**config.mk**
```make
export PLATFORM = sky130hd
export DESIGN_NAME = ddr_reader_flat
export DESIGN_NICKNAME = d
export VERILOG_FILES = /design/src/rtl/ddr_reader_if.sv /design/src/rtl/ddr_reader.sv /design/src/flat_wrapper.sv
export SDC_FILE = /design/constraint.sdc
export NUM_CORES = 1
export LEC_CHECK = 0
export BUFFER_PORTS_ARGS = -buffer_cell sky130_fd_sc_hd__buf_2
export CAP_MARGIN = 40
export CORE_MARGIN = 3
export CORE_UTILIZATION = 45
export DETAILED_ROUTE_END_ITERATION = 12
export PLACE_DENSITY = 0.85
export SLEW_MARGIN = 20
export SYNTH_ARGS = -nofsm -noshare
export SYNTH_HDL_FRONTEND = slang
export SYNTH_SLANG_ARGS = --single-unit
```
**constraint.sdc**
```tcl
create_clock -name clk -period 6.2 [get_ports clk]
set_clock_uncertainty 0.1 [all_clocks]
set_input_delay 0.31 -clock clk [delete_from_list [all_inputs] [get_ports clk]]
set_output_delay 0.31 -clock clk [all_outputs]
set_load 0.02 [all_outputs]
```
**src/rtl/ddr_reader_if.sv**
```systemverilog
// rtl/ddr_reader_if.sv - control and user-buffer port bundle between ddr_reader and the DDR read master
interface ddr_reader_if #(
    parameter int DATA_WIDTH = 32,
    parameter int ADDR_WIDTH = 32
);
    logic                  master_crtl_fixed_location;
    logic [ADDR_WIDTH-1:0] master_crtl_read_base;
    logic [ADDR_WIDTH-1:0] master_crtl_length;
    logic                  master_crtl_go;
    logic                  master_crtl_done;
    logic                  master_user_read_buffer;
    logic [DATA_WIDTH-1:0] master_user_buffer_output_data;
    logic                  master_user_data_available;

    modport master (
        output master_crtl_fixed_location,
        output master_crtl_read_base,
        output master_crtl_length,
        output master_crtl_go,
        output master_user_read_buffer,
        input  master_crtl_done,
        input  master_user_buffer_output_data,
        input  master_user_data_available
    );

    modport slave (
        input  master_crtl_fixed_location,
        input  master_crtl_read_base,
        input  master_crtl_length,
        input  master_crtl_go,
        input  master_user_read_buffer,
        output master_crtl_done,
        output master_user_buffer_output_data,
        output master_user_data_available
    );
endinterface

```
**src/rtl/ddr_reader.sv**
```systemverilog
// rtl/ddr_reader.sv - button-triggered DDR burst reader; optional data check under DDR_READER_CHECK_EN
module ddr_reader #(
    parameter int                    DATA_WIDTH   = 32,
    parameter int                    ADDR_WIDTH   = 32,
    parameter logic [ADDR_WIDTH-1:0] BASE_ADDR    = 'h10000000,
    parameter int                    LENGTH_BYTES = 16,
    parameter int                    LED_WIDTH    = 4
) (
    input  logic                 clk,
    input  logic                 reset,
    ddr_reader_if.master         bus,
    input  logic                 but0,
    output logic [LED_WIDTH-1:0] led,
    output logic                 busy,
    output logic                 error
);
    localparam int WORDS = LENGTH_BYTES / (DATA_WIDTH / 8);
    localparam int CNT_W = $clog2(WORDS + 1);

    typedef enum logic [1:0] {
        S_IDLE,
        S_ARM,
        S_DRAIN,
        S_FINISH
    } state_t;

    state_t                r_state;
    logic                  r_but_q;
    logic [CNT_W-1:0]      r_count;
    logic                  r_done_seen;
    logic [ADDR_WIDTH-1:0] r_read_base;
    logic [LED_WIDTH-1:0]  r_led;

    logic w_edge;
    logic w_pop;
    logic w_full;

    assign w_edge = but0 & ~r_but_q;
    // Zero-latency pop: the show-ahead head word is consumed on the same edge it is captured
    assign w_pop  = (r_state == S_DRAIN) && bus.master_user_data_available
                    && (r_count < CNT_W'(WORDS));
    assign w_full = (r_count == CNT_W'(WORDS));

    assign bus.master_crtl_fixed_location = 1'b0;
    assign bus.master_crtl_length         = ADDR_WIDTH'(LENGTH_BYTES);
    assign bus.master_crtl_read_base      = r_read_base;
    assign bus.master_crtl_go             = (r_state == S_ARM);
    assign bus.master_user_read_buffer    = w_pop;
    assign led                            = r_led;
    assign busy                           = (r_state != S_IDLE);

    always_ff @(posedge clk) begin
        if (reset) begin
            r_state     <= S_IDLE;
            r_but_q     <= 1'b0;
            r_count     <= '0;
            r_done_seen <= 1'b0;
            r_read_base <= BASE_ADDR;
            r_led       <= '0;
        end else begin
            r_but_q <= but0;
            case (r_state)
                S_IDLE: begin
                    if (w_edge) r_state <= S_ARM;
                end
                S_ARM: begin
                    r_count     <= '0;
                    r_done_seen <= 1'b0;
                    r_state     <= S_DRAIN;
                end
                S_DRAIN: begin
                    if (w_pop) begin
                        r_count <= r_count + 1'b1;
                        r_led   <= bus.master_user_buffer_output_data[LED_WIDTH-1:0];
                    end
                    if (bus.master_crtl_done) r_done_seen <= 1'b1;
                    // done may precede or follow the last pop; both must have happened
                    if (w_full && (r_done_seen || bus.master_crtl_done)) r_state <= S_FINISH;
                end
                S_FINISH: begin
                    r_read_base <= r_read_base + ADDR_WIDTH'(LENGTH_BYTES);
                    r_state     <= S_IDLE;
                end
                default: r_state <= S_IDLE;
            endcase
        end
    end

`ifdef DDR_READER_CHECK_EN
    logic [DATA_WIDTH-1:0] r_expected;
    logic                  r_error;

    // Expected sequence runs on across bursts and restarts only on reset
    always_ff @(posedge clk) begin
        if (reset) begin
            r_expected <= '0;
            r_error    <= 1'b0;
        end else if (w_pop) begin
            if (bus.master_user_buffer_output_data != r_expected) r_error <= 1'b1;
            r_expected <= r_expected + 1'b1;
        end
    end

    assign error = r_error;
`else
    assign error = 1'b0;
`endif
endmodule

```
**src/flat_wrapper.sv**
```systemverilog
// flat-port wrapper written by rule: the top's interface ports become plain ports
module ddr_reader_flat 
#(
    parameter int                    DATA_WIDTH   = 32,
    parameter int                    ADDR_WIDTH   = 32,
    parameter logic [ADDR_WIDTH-1:0] BASE_ADDR    = 'h10000000,
    parameter int                    LENGTH_BYTES = 16,
    parameter int                    LED_WIDTH    = 4
)
  (clk, reset, but0, led, busy, error, bus_master_crtl_fixed_location, bus_master_crtl_read_base, bus_master_crtl_length, bus_master_crtl_go, bus_master_user_read_buffer, bus_master_crtl_done, bus_master_user_buffer_output_data, bus_master_user_data_available);
  ddr_reader_if #(.DATA_WIDTH(DATA_WIDTH), .ADDR_WIDTH(ADDR_WIDTH)) bus_i ();
  input  logic clk;
  input  logic reset;
  input  logic but0;
  output logic [LED_WIDTH-1:0] led;
  output logic busy;
  output logic error;
  output wire logic [$bits(bus_i.master_crtl_fixed_location)-1:0] bus_master_crtl_fixed_location;
  output wire logic [$bits(bus_i.master_crtl_read_base)-1:0] bus_master_crtl_read_base;
  output wire logic [$bits(bus_i.master_crtl_length)-1:0] bus_master_crtl_length;
  output wire logic [$bits(bus_i.master_crtl_go)-1:0] bus_master_crtl_go;
  output wire logic [$bits(bus_i.master_user_read_buffer)-1:0] bus_master_user_read_buffer;
  input wire logic [$bits(bus_i.master_crtl_done)-1:0] bus_master_crtl_done;
  input wire logic [$bits(bus_i.master_user_buffer_output_data)-1:0] bus_master_user_buffer_output_data;
  input wire logic [$bits(bus_i.master_user_data_available)-1:0] bus_master_user_data_available;
  assign bus_master_crtl_fixed_location = bus_i.master_crtl_fixed_location;
  assign bus_master_crtl_read_base = bus_i.master_crtl_read_base;
  assign bus_master_crtl_length = bus_i.master_crtl_length;
  assign bus_master_crtl_go = bus_i.master_crtl_go;
  assign bus_master_user_read_buffer = bus_i.master_user_read_buffer;
  assign bus_i.master_crtl_done = bus_master_crtl_done;
  assign bus_i.master_user_buffer_output_data = bus_master_user_buffer_output_data;
  assign bus_i.master_user_data_available = bus_master_user_data_available;
  ddr_reader #(.DATA_WIDTH(DATA_WIDTH), .ADDR_WIDTH(ADDR_WIDTH), .BASE_ADDR(BASE_ADDR), .LENGTH_BYTES(LENGTH_BYTES), .LED_WIDTH(LED_WIDTH)) u_core (.clk(clk), .reset(reset), .bus(bus_i), .but0(but0), .led(led), .busy(busy), .error(error));
endmodule
```
==> summary.md <==
| Metric | Value |
|---|---|
| Maximum vdd drop | `0.229 mV` |
| Post-Synth XOR/XNOR Area | `0.0458` |
| Synth Instances | `244` |
| Die Wd | `74.4 µm` |
| Max-slew violations | `0` |
| DR vias/cell | `5.01` |
| Initial drt markers | `55` |
| Crit path max fanout | `18` |
| Setup WS post-layout | `3510 ps` |
| Crit path largest cell delay | `840 ps` |
| Post-CTS setup buffers | `0` |
| Max Cap Viol | `0` |
| Reg2reg start | `u_core.r_state[0]` |
| Clock tree buffer depth | `2` |
| Initial Util | `0.473` |
| Ports | `110` |
| Number of flops mapped to enable cells by yosys | `0` |
| Post-synthesis cell area | `0.00210 mm²` |
| Core area | `0.00444 mm²` |
| CP required | `6310 ps` |
| Clock Power Share | `0.293` |
| Fillers | `434` |
| Layout Utilization | `0.506` |
| Hold WS | `159 ps` |
| Int Power | `0.380 mW` |
| R2R Setup Slk | `3510 ps` |
| Hold_sp | `but0` |
| Clock sink count | `39` |
| CTS buffer count | `5` |
| Place WS | `3500 ps` |
| WS Path Type | `reg2reg` |
| Reg2reg end | `u_core.bus.master_crtl_read_base[21]` |
| Leak Pwr | `0.995 nW` |
| WL met2 | `1670 µm` |
| M1 wire length | `1670 µm` |
| Ys flop type | `dfxtp_1` |
| Synth Warn # | `0` |
| Post-CTS Resized | `0` |
| Hold Crit Class | `in2reg` |
| Hold Path End | `u_core.r_but_q` |
| HPWL Detailed | `2730 µm` |
| Hold buffer count at CTS | `0` |
| H-Tree Depth | `2` |
| Worst setup EP type | `flip-flop` |
| Vias in the first global route | `1393` |
| Top Metal Used | `met4` |
| Largest net degree at the start of global routing | `42` |
| Clock transition at path regs | `80 ps` |
| Largest family of logic cells by synthesized area | `simple AND/OR/NAND/NOR gates` |
| Initial antenna violation count | `0` |
| Most common cell after layout, fill and taps aside | `buf_2` |
| Yosys cell types | `38` |
| Final Setup Violations | `0` |
| Post-route ant nets | `0` |
| Die height | `74.4 µm` |
| Detailed Route WL | `3720 µm` |
| Depth of the most critical reg-to-reg path | `5` |
| TritonRoute pass-1 iters | `4` |
| Setup TNS | `0 ps` |
| Clock Tree Root | `clkbuf_8` |
| Fin. Hold Viols | `0` |
| Tmin final | `2690 ps` |
| Most frequent cells in the layout | `buf_2 (43), dfxtp_1 (39), conb_1 (38)` |
| Relative slew slack | `0.516` |
| Combinational power share | `0.218` |
| Final nets | `326` |
| CTS tree | `done` |
| Total GRT Usage | `0.144` |
| Sw Ratio | `0.318` |
| Ratio of cells with drive above 1 in the final layout | `0.212` |
| NetSw | `0.177 mW` |
| Status | `complete, no violations` |
| Mux contribution to synthesized area | `0.0202` |
| Wirelength per Cell | `11.1 µm` |
| Die area | `0.00553 mm²` |
| Area delta synth->final | `6.90%` |
| Worst EP arrival | `2800 ps` |
| Sequential Power Share | `0.490` |
| Routability congestion estimate | `0.791` |
| Area fraction in compound gates after synthesis | `0.108` |
| Worst-margin pin slew | `726 ps` |
| Row Count | `24` |
| Vias | `1677` |
| Remaining DRCs | `0` |
| Antenna diodes | `0` |
| Port Buffers | `43` |
| Final global-route overflow total | `0` |
| Cell Chain, Critical Path | `ha_1 -> and4_1 -> nand4_1 -> or4_2 -> a21oi_1` |
| Metal3 WL | `335 µm` |
| Highest clock rate | `0.371 GHz` |
| Seq/Total Area, Yosys | `0.371` |
| WHS Path Cells | `2` |
| Post-Synth Adder-Cell Area | `0.0416` |
| Worst setup SP type | `flip-flop` |
| RSZ-0062 raised after global routing | `false` |
| First-pass GRT wire length | `6330 µm` |
| #FFs+latches synth | `39` |
| Worst-Skew Late Latency | `280 ps` |
| CP max stage cell | `or4_2` |
| P per Cell Area | `248 mW/mm²` |
| Final period utilization | `0.434` |
| Simple-gate portion of the synthesized area | `0.227` |
| Ys async rst share | `0` |
| Mean Syn Cell Area | `8.62 µm²` |
| Worst setup path startpoint | `u_core.r_state[0]` |
## registers in the layout, indices dropped and copies added (netlist names)
signal	flops
u_core.bus.master_crtl_read_base	28
u_core.led	4
u_core.r_count	3
u_core.r_state	2
u_core.r_but_q	1
u_core.r_done_seen	1
## worst max-delay path by stage
stage	end	slack, ps
2_1_floorplan	u_core.bus.master_crtl_read_base[24]	4060
3_3_place_gp	u_core.bus.master_crtl_read_base[21]	3550
3_5_place_dp	u_core.bus.master_crtl_read_base[21]	3500
4_1_cts	u_core.bus.master_crtl_read_base[21]	3460
5_1_grt	u_core.bus.master_crtl_read_base[21]	3210
6_report	u_core.bus.master_crtl_read_base[21]	3510
## metal layers
metal	up-vias	track usage
met1	756	0.195
met2	66	0.216
met5	-	0
li1	850	-
met4	0	0.0435
met3	5	0.0514
## power groups by stage
stage	Sequential, mW	Clock, mW	Combinational [mW]
CTS	0.273	0.170	0.122
global route	0.274	0.183	0.139
detailed placement	0.278	0	0.122
finish	0.273	0.163	0.121
global placement	0.278	0	0.118
floorplan	0.282	0	0.111
## layout make-up
class | count | area [µm²] | share of cell area
multi-input combinational | 184 | 1070 | 0.477
sequential | 39 | 781 | 0.347
timing repair buffer | 43 | 215 | 0.0957
clock buffer | 7 | 76.3 | 0.0339
tap | 52 | 65.1 | 0.0289
inverter | 9 | 33.8 | 0.0150
clock inverter | 1 | 5.00 | 0.00223
## cell usage after synthesis (2+ instances only)
cell | n | area, µm²
nand3_1 | 11 | 55.1
nand2_1 | 20 | 75.1
ha_1 | 7 | 87.6
o21ai_0 | 3 | 15.0
buf_6 | 3 | 33.8
conb_1 | 2 | 7.51
xnor2_1 | 3 | 26.3
or4_2 | 2 | 17.5
and3_1 | 3 | 18.8
a22oi_1 | 2 | 15.0
a21oi_1 | 19 | 95.1
inv_1 | 9 | 33.8
nand4_1 | 3 | 18.8
and4_1 | 3 | 26.3
or3_1 | 3 | 18.8
nor4_1 | 3 | 18.8
buf_4 | 38 | 285
mux2i_1 | 2 | 20.0
clkbuf_1 | 5 | 18.8
nand4_2 | 2 | 25.0
nor2_1 | 19 | 71.3
nor2b_1 | 3 | 18.8
xor2_1 | 8 | 70.1
mux2_2 | 2 | 22.5
nand2b_1 | 2 | 12.5
o31ai_1 | 10 | 75.1
dfxtp_1 | 39 | 781
or4_1 | 8 | 60.1
## cells by family after synthesis
group                      after synthesis
AOI/OAI and AO/OA                       37
xor gates and xnor gates                11
adders and majority gates                7
buffers and inverters                   57
DFF                                     39
muxes                                    4
other                                    2
and+or+nand+nor                         87
## through the flow
step                std cells  cell area [µm²]  power [mW]
floorplan                 280             2240       0.393
global placement          327             2170       0.396
detailed placement        327             2170       0.400
CTS                       335             2250       0.565
global route              335             2250       0.596
finish                    335             2250       0.557
## worst max-delay path: cells and delay by family (launching register included)
kind	cells	cell delay, ps
AOI/OAI and AO/OA	1	170
adders and majority gates	1	270
DFF	1	390
and+or+nand+nor	3	1700
No activity file was read; power rests on OpenSTA's default activity.
